$ cat src/rtl/psram_sample_ring.sv
// psram_sample_ring: turns a 16-bit sample stream into a PSRAM ring-buffer delay line (write, then read back delay words older).
// Ports: sysclk/rst (async active-low); enable, in_sample, in_valid, delay: sample input side;
//        out_sample, out_valid: delayed sample output; overrun, fault, clear_flags: sticky status;
//        mem_data_out, mem_addr, mem_byte_en, command, go, mem_idle, mem_data_in: PSRAM controller handshake.
module psram_sample_ring #(
    parameter int          RING_BITS  = 16,
    parameter logic [25:0] BASE_ADDR  = 26'h0,
    parameter int          GO_TIMEOUT = 15
) (
    input  logic                 sysclk,
    input  logic                 rst,
    input  logic                 enable,
    input  logic [15:0]          in_sample,
    input  logic                 in_valid,
    input  logic [RING_BITS-1:0] delay,
    output logic [15:0]          out_sample,
    output logic                 out_valid,
    output logic                 overrun,
    output logic                 fault,
    input  logic                 clear_flags,
    output logic [15:0]          mem_data_out,
    output logic [25:0]          mem_addr,
    output logic [1:0]           mem_byte_en,
    output logic                 command,
    output logic                 go,
    input  logic                 mem_idle,
    input  logic [15:0]          mem_data_in
);
    localparam logic [2:0] IDLE    = 3'd0;
    localparam logic [2:0] WR_REQ  = 3'd1;
    localparam logic [2:0] WR_WAIT = 3'd2;
    localparam logic [2:0] RD_REQ  = 3'd3;
    localparam logic [2:0] RD_WAIT = 3'd4;
    localparam int TW = $clog2(GO_TIMEOUT + 1);

    logic [2:0]           state;
    logic [15:0]          hold;
    logic                 pending;
    logic [RING_BITS-1:0] wr_ptr, fill, rd_ptr;
    logic [TW-1:0]        tmo;
    logic                 take, req, skip, expire, commit;

    assign take   = in_valid & enable;
    assign req    = (state == WR_REQ) || (state == RD_REQ);
    assign rd_ptr = wr_ptr - delay;
    // delay beyond the written history: nothing valid to read yet
    assign skip   = delay > fill;
    // go still unaccepted (controller kept mem_idle high) for GO_TIMEOUT cycles
    assign expire = req && mem_idle && (tmo == TW'(GO_TIMEOUT - 1));
    assign commit = mem_idle && (((state == WR_WAIT) && skip) || (state == RD_WAIT));

    always_ff @(posedge sysclk or negedge rst) begin
        if (!rst) begin
            hold    <= '0;
            pending <= 1'b0;
            overrun <= 1'b0;
            fault   <= 1'b0;
        end else begin
            hold    <= take ? in_sample : hold;
            // a sample landing on the commit/abort cycle simply becomes the next pending one
            pending <= take | (pending & ~(commit | expire));
            overrun <= (take & pending & ~(commit | expire)) | (overrun & ~clear_flags);
            fault   <= expire | (fault & ~clear_flags);
        end
    end

    always_ff @(posedge sysclk or negedge rst) begin
        if (!rst) begin
            state        <= IDLE;
            go           <= 1'b0;
            command      <= 1'b1;
            mem_addr     <= '0;
            mem_byte_en  <= 2'b11;
            mem_data_out <= '0;
            out_sample   <= '0;
            out_valid    <= 1'b0;
            wr_ptr       <= '0;
            fill         <= '0;
            tmo          <= '0;
        end else begin
            out_valid <= 1'b0;
            case (state)
                IDLE: if (pending && mem_idle) begin
                    state        <= WR_REQ;
                    go           <= 1'b1;
                    command      <= 1'b0;
                    mem_byte_en  <= 2'b00;
                    mem_data_out <= hold;
                    mem_addr     <= BASE_ADDR + 26'(wr_ptr);
                    tmo          <= '0;
                end
                // the controller ignores go during its post-op hold, so keep asking until mem_idle drops
                WR_REQ, RD_REQ: if (!mem_idle) begin
                    state <= (state == WR_REQ) ? WR_WAIT : RD_WAIT;
                    go    <= 1'b0;
                end else if (expire) begin
                    state       <= IDLE;
                    go          <= 1'b0;
                    command     <= 1'b1;
                    mem_byte_en <= 2'b11;
                end else begin
                    tmo <= tmo + 1'b1;
                end
                WR_WAIT: if (mem_idle) begin
                    if (skip) begin
                        state       <= IDLE;
                        out_sample  <= '0;
                        out_valid   <= 1'b1;
                        command     <= 1'b1;
                        mem_byte_en <= 2'b11;
                    end else begin
                        state    <= RD_REQ;
                        go       <= 1'b1;
                        command  <= 1'b1;
                        mem_addr <= BASE_ADDR + 26'(rd_ptr);
                        tmo      <= '0;
                    end
                end
                RD_WAIT: if (mem_idle) begin
                    state       <= IDLE;
                    out_sample  <= mem_data_in;
                    out_valid   <= 1'b1;
                    mem_byte_en <= 2'b11;
                end
                default: state <= IDLE;
            endcase
            if (commit) begin
                wr_ptr <= wr_ptr + 1'b1;
                fill   <= (&fill) ? fill : fill + 1'b1;
            end
        end
    end
endmodule

$ cat config.mk
export PLATFORM = sky130hd
export DESIGN_NAME = psram_sample_ring
export DESIGN_NICKNAME = d
export VERILOG_FILES = /design/src/rtl/psram_sample_ring.sv
export SDC_FILE = /design/constraint.sdc
export NUM_CORES = 1
export LEC_CHECK = 0
export CELL_PAD_IN_SITES_DETAIL_PLACEMENT = 0
export CELL_PAD_IN_SITES_GLOBAL_PLACEMENT = 2
export CORE_MARGIN = 1
export CORE_UTILIZATION = 33
export DETAILED_ROUTE_END_ITERATION = 8
export GPL_TIMING_DRIVEN = 0
export PLACE_DENSITY = 0.79
export SYNTH_ARGS = -nofsm -noshare
export SYNTH_HDL_FRONTEND = slang
export SYNTH_SLANG_ARGS = --single-unit
$ cat constraint.sdc
create_clock -name sysclk -period 2.8 [get_ports sysclk]
set_input_delay 0.56 -clock sysclk [delete_from_list [all_inputs] [get_ports sysclk]]
set_output_delay 0.56 -clock sysclk [all_outputs]
set_load 0.03 [all_outputs]
==> results.py <==
metrics = {
    "outcome": {
        "status": "finished clean",
    },
    "worst_setup_path": {
        "path_max_fanout": 7,
        "startpoint_type": "primary input",
        "regToRegSetupSlack_ns": 0.06,
        "arrival_ns": 3.05,
        "critPathCaptureType": "flip-flop",
        "crit_required_ns": 3.08,
        "critical_path_class": "in2reg",
    },
    "logic_synthesis": {
        "synth_area_mm2": 0.00600,
        "synthTopCellsByArea": "dfrtp_1 (45%), ha_1 (7.3%), mux2_2 (7.1%)",
        "synthXorXnorAreaFrac_pct": 4.52,
        "ys_ff_latch": 110,
        "synth_top_area_share_pct": 45.0,
        "synth.distinct_cells": 59,
        "synthFlopType": "dfrtp_1",
        "synth_fa_ha_area_share_pct": 7.63,
        "synth_top_family_by_area": "simple AND/OR/NAND/NOR gates",
        "ys_seq_area_share_pct": 45.9,
        "async_flop_share_pct": 100,
        "synth_compound_area_share_pct": 13.4,
        "syn_avg_cell_area_um2": 10.5,
        "synthMuxAreaShare_pct": 7.65,
        "yosysWarningCount": 0,
        "yosys.area.top_type": "dfrtp_1",
        "synth_edf_count": 0,
        "yosys.area_share.simple_pct": 15.3,
        "synthCells": 574,
    },
    "sta": {
        "slew_violations": 0,
        "worst_hold_slack_ns": 0.186,
        "period_share_pct": 99.0,
        "worstMarginPinSlew_ns": 0.747,
        "layout_min_cycle_time_ns": 2.77,
        "maxSlewHeadroom_pct": 49.9,
        "setup_viol": 0,
        "fmax_ghz": 0.361,
        "rsz0062_at_grt": "true",
        "fin_skew_ns": 0.00948,
        "final-hold-violation-count": 0,
    },
    "place": {
        "port_buffers": 108,
        "placed_area_mm2": 0.00742,
        "dp_hpwl_mm": 11.6,
        "routabilityCongestion": 0.842,
    },
    "clock_tree": {
        "clock-sinks": 110,
        "clock_latency_ns": 0.36,
        "cts_root_buf": "clkbuf_16",
        "path_clk_slew_ns": 0.08,
        "cts.path.max_buffers": 2,
        "cts_tree": "built",
        "numCtsBuffers": 9,
        "ctsHoldBuffers": 0,
        "htreeDepth": 3,
    },
    "finish": {
        "area_growth_pct": 35.4,
        "antenna_cells": 0,
        "layout.nets": 812,
        "drive_above_1_share_pct": 18.3,
        "final_area_mm2": 0.00813,
    },
    "grt": {
        "grt-ovfl-total": 0,
        "grt_first_pass_wirelength_mm": 25.5,
        "grt_pass1_vias": 4778,
        "antenna_found_initial": 0,
        "grt_max_degree": 73,
        "grt_usage_pct": 17.9,
    },
    "floorplan": {
        "die_w_um": 137,
        "dieArea_mm2": 0.0187,
        "coreArea_mm2": 0.0175,
        "initial_core_util_pct": 34.2,
        "io_pins": 119,
        "rows": 48,
        "die_h_um": 137,
    },
    "drt": {
        "wl_per_cell_um": 17.0,
        "drt_iter0_markers": 287,
        "vias": 4807,
        "finalWirelength_mm": 16.2,
        "via_per_inst": 5.05,
        "route.detailed.drc": 0,
        "ant_nets": 0,
        "drtPass1Iterations": 4,
    },
    "pwr": {
        "ir_worst_vdd_mv": 0.470,
        "power_density_mw_per_mm2": 913,
        "p_leak_nw": 3.63,
    },
    "job": {
        "cap_violations": 0,
    },
    "worst_hold_path": {
        "hold_path_class": "in2async",
    },
}
-- final cells by class --
class	instances	area, µm²
Fill cell	1648	9410
Multi-Input combinational cell	402	3180
Sequential cell	110	2760
Timing Repair Buffer	128	1250
Tap cell	225	282
Clock buffer	9	225
Buffer	29	198
Inverter	42	160
Clock inverter	7	77.6
-- routing by layer --
metal | vias to the layer above | part of all wire, % | GRT usage (%)
li1 | 2331 | - | -
met1 | 2352 | 49 | 25.8
met2 | 109 | 47 | 27.4
met3 | 15 | 2.8 | 2.30
met4 | 0 | 1.6 | 6.41
met5 | - | 0 | 0
-- registers in the layout, summed over array words and instances, names as in the netlist --
register	cells
wr_ptr	16
out_valid	1
out_sample	16
hold	16
fill	16
mem_byte_en	1
pending	1
mem_data_out	16
command	1
overrun	1
state	3
tmo	4
go	1
fault	1
mem_addr	16
-- power breakdown --
group	leakage (nW)	internal (mW)	switching, mW
combinational	2.12	1.60	2.06
sequential	1.35	2.11	0.342
clock	0.150	0.638	0.672
total	3.63	4.35	3.07
-- cells in the mapped netlist (2+ instances only) --
cell        n
and3_1      4
o21ai_0    13
ha_1       35
o22ai_1     2
and4_1      2
nor4_2      8
o211ai_1    4
buf_2       5
o21a_1      6
o21bai_1    2
nand3_1    17
nor3_1     18
nand2_1    41
nor3b_1     6
dfstp_2     2
a31oi_1    11
nor4b_2     2
nand4_1     8
nor2_1     31
a21o_1      5
nand2b_1    7
a21boi_0    4
mux2_2     38
xor2_1     12
a31oi_4     2
or3_1       3
o31a_1      2
buf_4      13
clkbuf_1   11
a211oi_1    4
nor2b_1    10
xnor2_1    19
a211o_1     2
a221oi_1    2
dfrtp_1   108
nor4_1      3
a22o_1     16
and2_1      3
mux2i_1     2
o31ai_1     2
inv_1      42
a21oi_1    30
-- cell usage in the layout (no fill, tap or decap), types with 16 or more instances in the layout --
master / synthesis / routed
inv_1: 42 / 39
buf_4: 13 / 32
nand3_1: 17 / 17
clkdlybuf4s50_1: 0 / 91
nor3_1: 18 / 16
a21oi_1: 30 / 30
xnor2_1: 19 / 19
dfrtp_1: 108 / 108
a22o_1: 16 / 16
ha_1: 35 / 29
nor2_1: 31 / 31
nand2_1: 41 / 41
mux2_2: 38 / 38
-- per-stage QoR --
step / power [mW] / TNS (ns) / cells / setup slack, ns / util [%]
2_1_floorplan: 4.59 / 0 / 583 / 0.214 / -
3_5_place_dp: 5.88 / -50.35 / 917 / -0.820 / 42.3
6_report: 7.42 / 0 / 952 / 0.0268 / 46.3
5_1_grt: 7.91 / -0.153 / 952 / -0.0300 / 46.3
4_1_cts: 7.40 / 0 / 942 / 0.00227 / 45.4
3_3_place_gp: 5.82 / -385.84 / 916 / -3.12 / 42.2
-- logic make-up (layout without fill, tap and decap cells) --
kind of cell / Yosys count / count (layout)
AND/OR/NAND/NOR: 168 / 168
AO/OA/AOI/OAI: 115 / 116
flip-flops: 110 / 110
buffers and inverters: 72 / 215
multiplexers: 41 / 41
adder cells (fa/ha/maj): 36 / 36
XOR/XNOR: 31 / 31
other: 1 / 10
-- worst max-delay path, cell delays in order --
cell	delay, ns
dlygate4sd2_1	0.30
ha_4	0.30
nand4_1	0.18
a2111o_1	0.48
a31oi_4	0.29
a31oi_4	0.23
clkbuf_16	0.26
nor4b_2	0.29
xnor2_1	0.15
-- final timing paths --
check / from / end / cells after the start
setup / recovery: delay[14] / fill[11]$_DFFE_PN0P_ / 9
hold / removal: rst / fill[4]$_DFFE_PN0P_ / 1
setup reg to reg: fill[14]$_DFFE_PN0P_ / fill[11]$_DFFE_PN0P_ / 9
hold reg to reg: mem_addr[15]$_DFFE_PN0P_ / mem_addr[15]$_DFFE_PN0P_ / 1
max in group asynchronous: rst / mem_byte_en[0]$_DFFE_PN1P_ / 2
min in group sysclk: mem_addr[15]$_DFFE_PN0P_ / mem_addr[15]$_DFFE_PN0P_ / 1
-- what timing repair did --
action                                 4_1_cts  5_1_grt
setup endpoints to repair                   69       47
resized for setup                           44       26
gates cloned                                 2        1
buffers inserted                             7       10
pin swaps                                   16       14
endpoints found under the hold margin        0        0
Note: power is estimated with default switching activity, not from simulation.
